## src/rtl/uart_echo_fifo.sv

```systemverilog
// Purpose : buffered UART echo; RX bytes are folded, queued in a FIFO and replayed to TX via start/busy handshake.
// Latency : 2 clk from an rx_valid strobe into an empty FIFO to tx_start (idle transmitter).
// Backpr. : tx_busy stalls the drain; a full FIFO refuses the push and counts it as a drop.
//
// Ports: clk/rst_n (async active-low), rx_data/rx_valid/rx_ferr from UART RX,
//        tx_start/tx_data/tx_busy to UART TX, fifo_count occupancy, overflow/drop_cnt/ferr_cnt
//        sticky statistics cleared by clear_stats.

// Generic synchronous FIFO: AW-bit wrapping pointers plus a separate occupancy counter.
// A push while full is accepted only when a pop happens in the same cycle.
module sync_fifo #(
    parameter  int W     = 8,
    parameter  int DEPTH = 16,
    localparam int AW    = $clog2(DEPTH)
) (
    input  logic          clk,
    input  logic          rst_n,
    input  logic          push_vld,
    input  logic [W-1:0]  push_dat,
    input  logic          pop_vld,
    output logic [W-1:0]  pop_dat,
    output logic          full,
    output logic          empty,
    output logic [AW:0]   count
);
    logic [W-1:0]  mem [DEPTH];
    logic [AW-1:0] wr_ptr;
    logic [AW-1:0] rd_ptr;
    logic          wr_en;
    logic          rd_en;

    assign full    = (count == (AW+1)'(DEPTH));
    assign empty   = (count == '0);
    assign rd_en   = pop_vld && !empty;
    assign wr_en   = push_vld && (!full || rd_en);
    assign pop_dat = mem[rd_ptr];

    always_ff @(posedge clk) begin
        if (wr_en) begin
            mem[wr_ptr] <= push_dat;
        end
    end

    always_ff @(posedge clk or negedge rst_n) begin
        if (!rst_n) begin
            wr_ptr <= '0;
            rd_ptr <= '0;
            count  <= '0;
        end else begin
            if (wr_en) wr_ptr <= wr_ptr + 1'b1;
            if (rd_en) rd_ptr <= rd_ptr + 1'b1;
            case ({wr_en, rd_en})
                2'b10:   count <= count + 1'b1;
                2'b01:   count <= count - 1'b1;
                default: count <= count;
            endcase
        end
    end
endmodule

module uart_echo_fifo #(
    parameter  int DATA_W    = 8,
    parameter  int DEPTH     = 16,
    parameter  int CASE_MODE = 0,
    parameter  int CRLF_EN   = 1,
    parameter  int DROP_FERR = 1,
    parameter  int CNT_W     = 16,
    localparam int AW        = $clog2(DEPTH)
) (
    input  logic              clk,
    input  logic              rst_n,
    input  logic [DATA_W-1:0] rx_data,
    input  logic              rx_valid,
    input  logic              rx_ferr,
    input  logic              tx_busy,
    output logic              tx_start,
    output logic [DATA_W-1:0] tx_data,
    output logic [AW:0]       fifo_count,
    output logic              overflow,
    output logic [CNT_W-1:0]  drop_cnt,
    output logic [CNT_W-1:0]  ferr_cnt,
    input  logic              clear_stats
);
    localparam logic [DATA_W-1:0] CHR_CR = DATA_W'('h0D);
    localparam logic [DATA_W-1:0] CHR_LF = DATA_W'('h0A);

    typedef enum logic [1:0] {IDLE, WAIT_HI, WAIT_LO} state_t;

    state_t            state;
    logic              lf_pend;
    logic [DATA_W-1:0] fold_dat;
    logic [DATA_W-1:0] head_dat;
    logic              push_vld;
    logic              pop_vld;
    logic              fifo_full;
    logic              fifo_empty;
    logic              lost;

    // Folding happens before the write so the FIFO already holds what will be echoed.
    always_comb begin
        fold_dat = rx_data;
        if (DATA_W == 8) begin
            if (CASE_MODE == 1 && rx_data >= DATA_W'('h61) && rx_data <= DATA_W'('h7A))
                fold_dat = rx_data - DATA_W'('h20);
            else if (CASE_MODE == 2 && rx_data >= DATA_W'('h41) && rx_data <= DATA_W'('h5A))
                fold_dat = rx_data + DATA_W'('h20);
        end
    end

    assign push_vld = rx_valid && !(rx_ferr && (DROP_FERR != 0));
    // Must match the FIFO branch of IDLE below exactly: a pending LF wins over the FIFO head.
    assign pop_vld  = (state == IDLE) && !lf_pend && !fifo_empty && !tx_busy;
    assign lost     = push_vld && fifo_full && !pop_vld;

    sync_fifo #(.W(DATA_W), .DEPTH(DEPTH)) u_fifo (
        .clk      (clk),
        .rst_n    (rst_n),
        .push_vld (push_vld),
        .push_dat (fold_dat),
        .pop_vld  (pop_vld),
        .pop_dat  (head_dat),
        .full     (fifo_full),
        .empty    (fifo_empty),
        .count    (fifo_count)
    );

    // tx_data only changes on a load in IDLE, so it stays stable for the whole character.
    always_ff @(posedge clk or negedge rst_n) begin
        if (!rst_n) begin
            state    <= IDLE;
            tx_start <= 1'b0;
            tx_data  <= '0;
            lf_pend  <= 1'b0;
        end else begin
            tx_start <= 1'b0;
            case (state)
                IDLE: begin
                    if ((lf_pend || !fifo_empty) && !tx_busy) begin
                        if (lf_pend) begin
                            tx_data <= CHR_LF;
                            lf_pend <= 1'b0;
                        end else begin
                            tx_data <= head_dat;
                        end
                        tx_start <= 1'b1;
                        state    <= WAIT_HI;
                    end
                end
                WAIT_HI: begin
                    if (tx_busy) state <= WAIT_LO;
                end
                WAIT_LO: begin
                    if (!tx_busy) begin
                        state <= IDLE;
                        if (CRLF_EN != 0 && tx_data == CHR_CR) lf_pend <= 1'b1;
                    end
                end
                default: state <= IDLE;
            endcase
        end
    end

    // Sticky statistics; clear wins over a same-cycle increment, counters saturate.
    always_ff @(posedge clk or negedge rst_n) begin
        if (!rst_n) begin
            overflow <= 1'b0;
            drop_cnt <= '0;
            ferr_cnt <= '0;
        end else if (clear_stats) begin
            overflow <= 1'b0;
            drop_cnt <= '0;
            ferr_cnt <= '0;
        end else begin
            if (lost) begin
                overflow <= 1'b1;
                if (drop_cnt != '1) drop_cnt <= drop_cnt + 1'b1;
            end
            if (rx_valid && rx_ferr && ferr_cnt != '1) ferr_cnt <= ferr_cnt + 1'b1;
        end
    end
endmodule

```

## config.mk

```make
export PLATFORM = sky130hd
export DESIGN_NAME = uart_echo_fifo
export DESIGN_NICKNAME = d
export VERILOG_FILES = /design/src/rtl/uart_echo_fifo.sv
export SDC_FILE = /design/constraint.sdc
export NUM_CORES = 1
export LEC_CHECK = 0
export ABC_AREA = 1
export CAP_MARGIN = 10
export CORE_UTILIZATION = 45
export CTS_CLUSTER_SIZE = 40
export DETAILED_ROUTE_END_ITERATION = 12
export PLACE_DENSITY = 0.71
export SLEW_MARGIN = 15
export SYNTH_ARGS = -nofsm -noshare
export SYNTH_HDL_FRONTEND = slang
export SYNTH_SLANG_ARGS = --single-unit
```

## constraint.sdc

```tcl
create_clock -name clk -period 5.21 [get_ports clk]
set_input_delay 1.042 -clock clk [delete_from_list [all_inputs] [get_ports clk]]
set_output_delay 1.042 -clock clk [all_outputs]
set_load 0.02 [all_outputs]
```

==> impl_metrics.yaml <==
outcome:
  run_status: "completed"
die:
  fp.dieW_um: 137
  core_region_area_um2: 18000
  initial_core_util: 0.458
  num_rows: 49
  fp.dieArea_um2: 18800
  floorplan.die.height_um: 137
  ports: 61
cells_and_area:
  multiInputGateArea_um2: 2580
  instances_no_fill: 1060
  synthToLayoutAreaGrowth_pct: 16.9
  ff_latch_area_um2: 5300
  filler_cell_count: 1518
  antennaDiodeCount: 0
  layout_cell_share_with_drive_strength_beyond_1: 0.0686
  fin_util: 0.536
  nNetsFinal: 842
power_and_ir_drop:
  pwr-share-comb: 0.308
  power.share.switching: 0.366
  cellInternalPower_mw: 2.90
  ir_worst_vdd_mv: 0.273
  power-per-cell-area_nw_per_um2: 476
  switching_power_total_mw: 1.68
  proportion_of_power_drawn_by_the_clock_network: 0.287
  seq_power_share: 0.405
  leakagePower_nw: 3.51
place:
  place_ws_ps: 1670
  dp_hpwl_mm: 12.5
  placed_cells: 1029
  place_congestion: 0.876
  port_buffers: 60
global_routing:
  grt_first_pass_wirelength_mm: 29.6
  largest_net_degree_at_the_start_of_global_routing: 70
  grt_remaining_overflow: 0
  global_route.usage.total: 0.216
  grt_antenna_before_repair: 0
  first_global_vias: 5368
critical_path:
  critical_path_required_ps: 5270
  startpoint_class_of_the_critical_path: "input pin"
  critical_path.endpoint_type: "flip-flop"
  crit_slowest_cell: "nor2_1"
  crit_top_cell: "nand2_1"
  crit_path_max_fanout: 8
  critical-path-max-stage-delay_ps: 600
  critPathKind: "input pin to flip-flop"
  cp.arrival_ps: 3160
  path_cells: "clkdlybuf4s50_1 -> nor2_1 -> nand2_1 -> nor2_4 -> nand2_4 -> nand2_1 -> nand2_1 -> inv_2 -> nand2_1 -> nor2_1"
synthesis:
  syn-mean-instance-area_um2: 10.7
  yosys.cell_count.top_type: "edfxtp_1"
  netlist_top_cells_count: "edfxtp_1 (128), nor2_1 (123), nand2_1 (98), o21ai_0 (86), dfrtp_1 (58)"
  yosysTopAreaCellShare: 0.467
  postSynth.topFlopCell: "edfxtp_1"
  postSynthRegisterBits: 186
  synth_top_cells_by_area: "edfxtp_1 (47%), dfrtp_1 (18%), nor2_1 (5.6%), o21ai_0 (5.2%), nand2_1 (4.5%)"
  synth_edf_count: 128
  synth_top_area_cell: "edfxtp_1"
  ys_seq_area_frac: 0.643
  synth.cell_area_um2: 8230
  yosysWarningCount: 0
  distinct_cell_type_count_of_the_synthesized_netlist: 41
  synth_cells: 766
  synth_fp_nets: 789
  synth-async-reset-ratio: 0.312
clock_network:
  worst_skew_pair.late_latency_ps: 430
  h-tree-depth: 4
  cts_setup_buffers: 0
  cts.sinks: 186
  root_buffer: "clkbuf_16"
  clk_pin_slew_ps: 70
  clock_tree_from_tritoncts: "done"
  inserted_clock_buffers: 17
  cts-resized-gates: 0
  max-clock-path-buffers: 2
  cts_hold_buf: 0
detailed_routing:
  post_drt_via_cell_ratio: 5.52
  wl_met3_mm: 1.37
  ant_nets: 0
  met1_wirelength_mm: 8.61
  route.detailed.drc: 0
  route.top_layer_used: "met4"
  dr.first_iter.drc_count: 681
  drt_pass1_iterations: 9
  via_total_after_detailed_routing: 5850
  final_routed_wirelength_mm: 19.1
  wl_met2_mm: 8.64
  avgRoutedWirePerCell_um: 18.0
sta:
  grt_setup_unrepaired: "no"
  final_critical_path_setup_slack_ps: 2110
  min_period_over_period: 0.595
  timing.final.hold_violations: 0
  relSlewSlack: 0.317
  maxSlewViolCount: 0
  finalSetupViolations: 0
  finalClockSkew_ps: 9.01
  period_minus_slack_ps: 3100
  worst-slew-pin-transition_ps: 1030
  fmax_mhz: 323
  setup_total_negative_slack_ps: 0
worst_hold_path:
  hold_path_class: "flip-flop to flip-flop"
flow_run:
  max_cap_viol: 0
==> cell type report <==
cell class / instances / area share
repair buffers: 63 / 0.0642
well taps: 229 / 0.0298
multi-input cells: 488 / 0.268
clock inverters: 14 / 0.0189
inverters: 63 / 0.0246
flip-flops and latches: 186 / 0.550
clock buffers: 17 / 0.0442
==> per-layer routing <==
| metal | track usage | up-vias |
|---|---|---|
| met4 | 0.0922 | 0 |
| met3 | 0.0434 | 36 |
| met5 | 0 | - |
| met2 | 0.320 | 251 |
| met1 | 0.308 | 2791 |
| li1 | - | 2772 |
==> registers in the layout, indices dropped and copies added, names as in the netlist <==
signal / count
ferr_cnt: 16
overflow: 1
drop_cnt: 16
u_fifo.count: 5
tx_data: 8
lf_pend: 1
state: 2
u_fifo.wr_ptr: 4
u_fifo.mem: 128
u_fifo.rd_ptr: 4
tx_start: 1
==> stage by stage <==
step / hold WS (ps) / cell area, um^2 / power (mW)
after detailed placement: 520 / 9020 / 3.28
after CTS: 531 / 9620 / 4.59
final: 530 / 9620 / 4.58
after global placement: 523 / 9020 / 3.26
after floorplan: 505 / 8230 / 2.80
after global routing: 546 / 9620 / 4.82
==> layout by cell type (no fill, tap or decap), types with 7 or more instances in the layout <==
cell type	instances
o31ai_1	8
edfxtp_1	128
nor3_1	7
dfrtp_1	57
nand2_1	98
o21ai_0	86
o211ai_1	15
o22ai_1	9
nand4_1	12
ha_1	9
clkdlybuf4s50_1	59
nor2_1	123
clkbuf_16	17
a21oi_1	18
nand3_1	40
o221ai_1	11
xor2_1	21
inv_1	57
==> kinds of logic (layout without fill, tap and decap cells) <==
family	Yosys count	after routing	share of synthesized area
compound gates	158	158	0.114
flops	186	186	0.643
buf+inv	92	157	0.0438
xor+xnor	22	22	0.0234
simple gates	299	299	0.162
fa+ha+maj	9	9	0.0137
==> power groups by stage <==
stage	clock, mW	combinational (mW)	sequential (mW)
3_5_place_dp	0	1.39	1.88
6_report	1.31	1.41	1.86
4_1_cts	1.33	1.40	1.85
3_3_place_gp	0	1.38	1.89
5_1_grt	1.39	1.56	1.87
2_1_floorplan	0	0.899	1.90
==> worst max-delay path: cells and delay by family <==
family	cells	cell delay, ps
and+or+nand+nor	8	1550
buffers and inverters	2	570
==> final timing paths <==
check | cells after the start | slack (ps) | endpoint | startpoint
worst max-delay path | 10 | 2110 | u_fifo.mem[7][0]$_DFFE_PP_ | tx_busy
worst min-delay path | 1 | 530 | ferr_cnt[0]$_DFFE_PN0P_ | ferr_cnt[0]$_DFFE_PN0P_
worst max register to register | 8 | 2600 | tx_data[3]$_DFFE_PN0P_ | u_fifo.rd_ptr[0]$_DFFE_PN0P_
worst min register to register | 1 | 530 | ferr_cnt[0]$_DFFE_PN0P_ | ferr_cnt[0]$_DFFE_PN0P_
max in group asynchronous | 2 | 3900 | u_fifo.rd_ptr[0]$_DFFE_PN0P_ | rst_n
min in group asynchronous | 2 | 750 | drop_cnt[7]$_DFFE_PN0P_ | rst_n
No activity file was read; power rests on OpenSTA's default activity.
